===== src/rtl/video_fetch_arbiter.sv =====
// video_fetch_arbiter: shares one synchronous RAM between a CPU and a video
// burst fetcher. The CPU owns the RAM until a video burst is accepted; the CPU
// is then asked to hold, and once it reports parked (and is not mid-write) the
// arbiter issues vid_len consecutive read addresses and streams the words out.
//
// Ports:
//   clk, reset            single clock, synchronous active-high reset
//   cpu_address/data_out  CPU address and write data (passed to RAM when CPU owns it)
//   cpu_write             CPU write strobe
//   cpu_data_in           RAM read data back to CPU (always ram_dout)
//   cpu_hold              registered stall request to CPU
//   cpu_busy              CPU acknowledges it is parked
//   vid_req/addr/len      video burst request, start address, word count
//   vid_data/valid/done   fetched word, word strobe, end-of-burst pulse
//   ram_addr/din/we/dout  synchronous RAM port (read data one cycle after address)
module video_fetch_arbiter #(
    parameter int unsigned BURST_MAX = 16
) (
    input  logic        clk,
    input  logic        reset,
    input  logic [15:0] cpu_address,
    input  logic [15:0] cpu_data_out,
    input  logic        cpu_write,
    output logic [15:0] cpu_data_in,
    output logic        cpu_hold,
    input  logic        cpu_busy,
    input  logic        vid_req,
    input  logic [15:0] vid_addr,
    input  logic [4:0]  vid_len,
    output logic [15:0] vid_data,
    output logic        vid_valid,
    output logic        vid_done,
    output logic [15:0] ram_addr,
    output logic [15:0] ram_din,
    output logic        ram_we,
    input  logic [15:0] ram_dout
);

    localparam int unsigned AW = 16;
    localparam int unsigned LW = 5;

    typedef enum logic [1:0] {
        IDLE      = 2'd0,
        HOLD_WAIT = 2'd1,
        BURST     = 2'd2,
        DRAIN     = 2'd3
    } state_t;

    state_t         state;
    state_t         state_next;
    logic [AW-1:0]  ptr;
    logic [LW-1:0]  count;
    logic           hold_q;
    logic           valid_q;
    logic           done_q;
    logic           accept;
    logic           last_fetch;

    // A request is only taken in IDLE and only with a legal length.
    assign accept     = (state == IDLE) && vid_req && (vid_len != LW'(0))
                        && (32'(vid_len) <= BURST_MAX);
    assign last_fetch = (state == BURST) && (count == LW'(1));

    // State register
    always_ff @(posedge clk) begin
        if (reset) begin
            state <= IDLE;
        end else begin
            state <= state_next;
        end
    end

    // Next-state logic
    always_comb begin
        state_next = state;
        case (state)
            IDLE: begin
                if (accept) begin
                    state_next = HOLD_WAIT;
                end
            end
            HOLD_WAIT: begin
                // A CPU write still in flight keeps the bus with the CPU.
                if (cpu_busy && !cpu_write) begin
                    state_next = BURST;
                end
            end
            BURST: begin
                if (count == LW'(1)) begin
                    state_next = DRAIN;
                end
            end
            DRAIN: begin
                state_next = IDLE;
            end
            default: begin
                state_next = IDLE;
            end
        endcase
    end

    // Fetch pointer, remaining count and registered handshake outputs
    always_ff @(posedge clk) begin
        if (reset) begin
            ptr     <= '0;
            count   <= '0;
            hold_q  <= 1'b0;
            valid_q <= 1'b0;
            done_q  <= 1'b0;
        end else begin
            hold_q  <= (state_next != IDLE);
            // Each BURST address returns data on the following cycle.
            valid_q <= (state == BURST);
            done_q  <= last_fetch;
            if (accept) begin
                ptr   <= vid_addr;
                count <= vid_len;
            end else if (state == BURST) begin
                ptr   <= ptr + AW'(1);
                count <= count - LW'(1);
            end
        end
    end

    // RAM port mux: CPU pass-through unless the fetcher owns the bus.
    always_comb begin
        ram_addr = cpu_address;
        ram_din  = cpu_data_out;
        ram_we   = cpu_write;
        if (!reset && ((state == BURST) || (state == DRAIN))) begin
            ram_addr = ptr;
            ram_we   = 1'b0;
        end
    end

    assign cpu_data_in = ram_dout;
    assign vid_data    = ram_dout;
    assign cpu_hold    = hold_q;
    assign vid_valid   = valid_q;
    assign vid_done    = done_q;

endmodule


===== config.mk =====
export PLATFORM = sky130hd
export DESIGN_NAME = video_fetch_arbiter
export DESIGN_NICKNAME = d
export VERILOG_FILES = /design/src/rtl/video_fetch_arbiter.sv
export SDC_FILE = /design/constraint.sdc
export NUM_CORES = 1
export LEC_CHECK = 0
export BUFFER_PORTS_ARGS = -buffer_cell sky130_fd_sc_hd__buf_2
export CAP_MARGIN = 25
export CORE_ASPECT_RATIO = 0.5
export CORE_MARGIN = 3
export CORE_UTILIZATION = 44
export DETAILED_ROUTE_END_ITERATION = 6
export GPL_ROUTABILITY_DRIVEN = 0
export HOLD_SLACK_MARGIN = 0.02
export PLACE_DENSITY = 0.93
export SETUP_SLACK_MARGIN = 0.05
export SYNTH_ARGS = -nofsm -noshare
export SYNTH_HDL_FRONTEND = slang
export SYNTH_SLANG_ARGS = --single-unit

===== constraint.sdc =====
create_clock -name clk -period 5.05 [get_ports clk]
set_clock_uncertainty 0.1 [all_clocks]
set_input_delay 0.7575 -clock clk [delete_from_list [all_inputs] [get_ports clk]]
set_output_delay 0.7575 -clock clk [all_outputs]
set_load 0.01 [all_outputs]

==> Implementation_results.wiki <==
{| class="wikitable"
! Metric !! Value
|-
| Latest clock arrival within the worst-skew pair || 0.28 ns
|-
| Number of nets in the synthesized netlist || 309
|-
| Post-CTS Setup Inserts || 0
|-
| Routed WL per cell || 16.10 um
|-
| Number of nets with antenna violations after routing || 0
|-
| Post-synthesis register bit count || 26
|-
| Top FF cell, synth || sky130_fd_sc_hd__dfxtp_1
|-
| Final Instance Area || 2006 sq um
|-
| Slowest stage cell, crit path || sky130_fd_sc_hd__nand2b_1
|-
| Overall Global Routing Usage || 17.33%
|-
| Fin. max-slew vios || 0
|-
| Warnings, synthesis || 0
|-
| DRC violations left || 0
|-
| Worst Path Arrival || 2.50 ns
|-
| Mean instance size in the synthesized netlist || 8.408 sq um
|-
| Capturing element type of the critical path || output pin
|-
| TritonCTS clock tree || done
|-
| Deepest level of the CTS H-tree || 1
|-
| Final antenna diode count || 0
|-
| Post-synth EDFFs || 0
|-
| Core area || 4084 sq um
|-
| Maximum root-to-sink buffer count || 2
|-
| Fraction of the mapped netlist area in simple logic gates || 20.21%
|-
| Die boundary width || 100.2 um
|-
| Share of cells above drive strength 1 || 35.71%
|-
| Shortest period the worst path allows || 3.359 ns
|-
| Final total negative setup slack || 0 ns
|-
| Final Total Pwr || 0.0004784 W
|-
| Hold buffers post-CTS || 0
|-
| Number of endpoints failing setup at the final stage || 0
|-
| Clock slew seen by the registers of the worst setup and hold paths || 0.09 ns
|-
| Vias || 1649
|-
| DIE HEIGHT || 53.08 um
|-
| Number of nets in the layout || 316
|-
| Hold Violations, Final || 0
|-
| Post-DP Area || 1951 sq um
|-
| Final worst hold slack || 0.4528 ns
|-
| Area Overhead vs Synth || 2.822%
|-
| Number of non-filler instances in the completed layout || 292
|-
| Total grt overflow || 0
|-
| Adder-cell share of the synthesized area || 1.924%
|-
| Total routed wirelength || 4701 um
|-
| Dominant combinational cell family by area after synthesis || buffers and inverters
|-
| Dominant delay contributor by cell family on the critical path || simple AND/OR/NAND/NOR gates
|-
| Ports || 142
|-
| Most common cell type on the critical path || sky130_fd_sc_hd__buf_2
|-
| Cell at the root of the clock tree || sky130_fd_sc_hd__clkbuf_8
|-
| CP Cell Sequence || buf_2 > nand2b_1 > mux2_2 > buf_2
|-
| Total power per unit cell area || 238.5 nW/um^2
|-
| Portion of the clock cycle consumed by the worst path in the final layout || 66.52%
|-
| Number of sinks on the clock net || 26
|-
| Count of different cell masters after synthesis || 43
|-
| Maximum cell stage delay along the critical path || 0.78 ns
|-
| Critical path peak fanout || 26
|-
| Setup Crit Path Kind || in -> out
|-
| Worst slew pin tran || 0.9086 ns
|-
| Max-cap check violation count || 0
|-
| Max Freq || 297.7 MHz
|-
| Number of core rows || 16
|-
| Share of synthesized flip-flops with an asynchronous set or reset || 0%
|-
| Die area || 5316 sq um
|-
| Routed via count divided by cell count || 5.647
|-
| Vias in the first global route || 1583
|-
| Startpoint type of the worst setup path || primary input
|-
| Sequential area share after synthesis || 26.68%
|-
| Xor/xnor share of the synthesized area || 6.286%
|-
| Run status || finished clean
|-
| Synthesized area || 1951 sq um
|-
| Worst IR drop on VDD || 0.0001019 V
|-
| RSZ-0062 raised after global routing || no
|-
| Required time at the worst-slack endpoint || 4.19 ns
|-
| Relative max-transition margin || 39.43%
|-
| Slack of the worst reg-to-reg path || 3.01 ns
|-
| Post-synthesis mux area share || 8.980%
|-
| Wire length of the first global-routing pass || 7445 um
|-
| Maximum number of pins on one net before global-route repair || 28
|-
| Half-perimeter wire length of the detailed placement result || 3610 um
|-
| Compound-cell area share of the yosys netlist || 13.21%
|-
| DR iter-0 viols || 71
|-
| Number of buffer and inverter stages on the critical path || 2
|-
| TritonCTS buffer count || 3
|-
| Post-cts resize count || 0
|-
| Initial DRT Pass Iterations || 4
|-
| Initial antenna violation count || 0
|-
| Static Leak || 0.8270 nW
|-
| Number of input and output port buffers inserted || 61
|-
| Initial standard-cell utilization of the core || 47.76%
|-
| Number of cells in the design after placement || 288
|-
| Kind of path behind the tightest hold check || reg -> reg
|-
| Filler Cell Count || 343
|-
| Instance count of the mapped netlist || 232
|}
-- logic make-up after synthesis --
group,after synthesis
AOI/OAI and AO/OA,35
xor gates and xnor gates,14
muxes,16
buffers and inverters,68
and+or+nand+nor,70
adders and majority gates,3
DFF,26
-- synth_stat cells, types with 2 or more instances --
| master | number | share of area (%) |
|---|---|---|
| sky130_fd_sc_hd__ha_1 | 3 | 1.9 |
| sky130_fd_sc_hd__nor3_1 | 5 | 1.3 |
| sky130_fd_sc_hd__xor2_1 | 3 | 1.3 |
| sky130_fd_sc_hd__a211oi_1 | 14 | 5.4 |
| sky130_fd_sc_hd__a21oi_1 | 2 | 0.51 |
| sky130_fd_sc_hd__or3_1 | 4 | 1.3 |
| sky130_fd_sc_hd__inv_1 | 8 | 1.5 |
| sky130_fd_sc_hd__xnor2_1 | 11 | 4.9 |
| sky130_fd_sc_hd__mux2i_1 | 4 | 2.1 |
| sky130_fd_sc_hd__and2_1 | 3 | 0.96 |
| sky130_fd_sc_hd__buf_4 | 49 | 19 |
| sky130_fd_sc_hd__nand4_1 | 3 | 0.96 |
| sky130_fd_sc_hd__nor2b_1 | 2 | 0.64 |
| sky130_fd_sc_hd__nand3_1 | 4 | 1.0 |
| sky130_fd_sc_hd__o21bai_1 | 2 | 0.77 |
| sky130_fd_sc_hd__clkbuf_1 | 8 | 1.5 |
| sky130_fd_sc_hd__nor2_1 | 20 | 3.8 |
| sky130_fd_sc_hd__nor4b_1 | 2 | 0.90 |
| sky130_fd_sc_hd__o21ai_0 | 5 | 1.3 |
| sky130_fd_sc_hd__a31oi_1 | 4 | 1.3 |
| sky130_fd_sc_hd__nor4_1 | 3 | 0.96 |
| sky130_fd_sc_hd__dfxtp_1 | 26 | 27 |
| sky130_fd_sc_hd__nand2b_1 | 4 | 1.3 |
| sky130_fd_sc_hd__nand2_1 | 11 | 2.1 |
| sky130_fd_sc_hd__buf_2 | 3 | 0.77 |
| sky130_fd_sc_hd__mux2_2 | 12 | 6.9 |
-- through the flow --
stage               setup WS (ns)  utilization, %
finish                      1.691           49.11
detailed placement          1.688           47.76
CTS                         1.674           49.11
global placement            1.772           47.09
floorplan                   2.431               -
global route                1.574           49.11
-- layer usage --
| layer | vias up | wire length (um) | GRT usage, % |
|---|---|---|---|
| met5 | - | 0 | 0 |
| met4 | 0 | 153 | 8.054 |
| met2 | 87 | 2482 | 32.68 |
| met3 | 27 | 370 | 4.211 |
| li1 | 773 | - | - |
| met1 | 762 | 1694 | 18.67 |
-- state kept, by name (all words and copies together), names as in the netlist --
| name | flops |
|---|---|
| count | 5 |
| vid_valid | 1 |
| state | 2 |
| cpu_hold | 1 |
| vid_done | 1 |
| ptr | 16 |
-- layout make-up --
type / instances / area (sq um) / area share [%]
repair buffers: 62 / 332.8 / 16.59
flip-flops and latches: 26 / 520.5 / 25.95
well taps: 54 / 67.56 / 3.369
inverters: 8 / 30.03 / 1.497
multi-input cells: 138 / 999.7 / 49.84
clock buffers: 4 / 55.05 / 2.745
-- layout by cell type (no fill, tap or decap), types with 4 or more instances in the layout --
cell type                  Yosys  layout
sky130_fd_sc_hd__mux2_2       12      12
sky130_fd_sc_hd__dfxtp_1      26      26
sky130_fd_sc_hd__buf_2         3      61
sky130_fd_sc_hd__nor2_1       20      20
sky130_fd_sc_hd__nand2_1      11      11
sky130_fd_sc_hd__o21ai_0       5       5
sky130_fd_sc_hd__a31oi_1       4       4
sky130_fd_sc_hd__nand3_1       4       4
sky130_fd_sc_hd__a211oi_1     14      14
sky130_fd_sc_hd__nand2b_1      4       4
sky130_fd_sc_hd__inv_1         8       8
sky130_fd_sc_hd__nor3_1        5       5
sky130_fd_sc_hd__clkbuf_8      0       4
sky130_fd_sc_hd__or3_1         4       4
sky130_fd_sc_hd__xnor2_1      11      11
-- path summary, 6_finish.rpt --
check,from,to,depth (start not counted)
worst max-delay path,reset,ram_addr[1],4
worst min-delay path,count[3],count[3],2
worst max register to register,state[1],ptr[15],5
worst min register to register,count[3],count[3],2
-- report_power, final --
group / total [W] / switching (W) / internal, W
Combinational: 0.0000993 / 0.0000483 / 0.0000510
Clock: 0.000138 / 0.0000681 / 0.0000699
Sequential: 0.000241 / 0.0000204 / 0.000221
-- tightest hold or removal path: stages (launching register included) --
cell and delay [ns]:
sky130_fd_sc_hd__dfxtp_1 0.34, sky130_fd_sc_hd__nand3_1 0.08, sky130_fd_sc_hd__a31oi_1 0.08
Power figures use the tool's default switching activity.
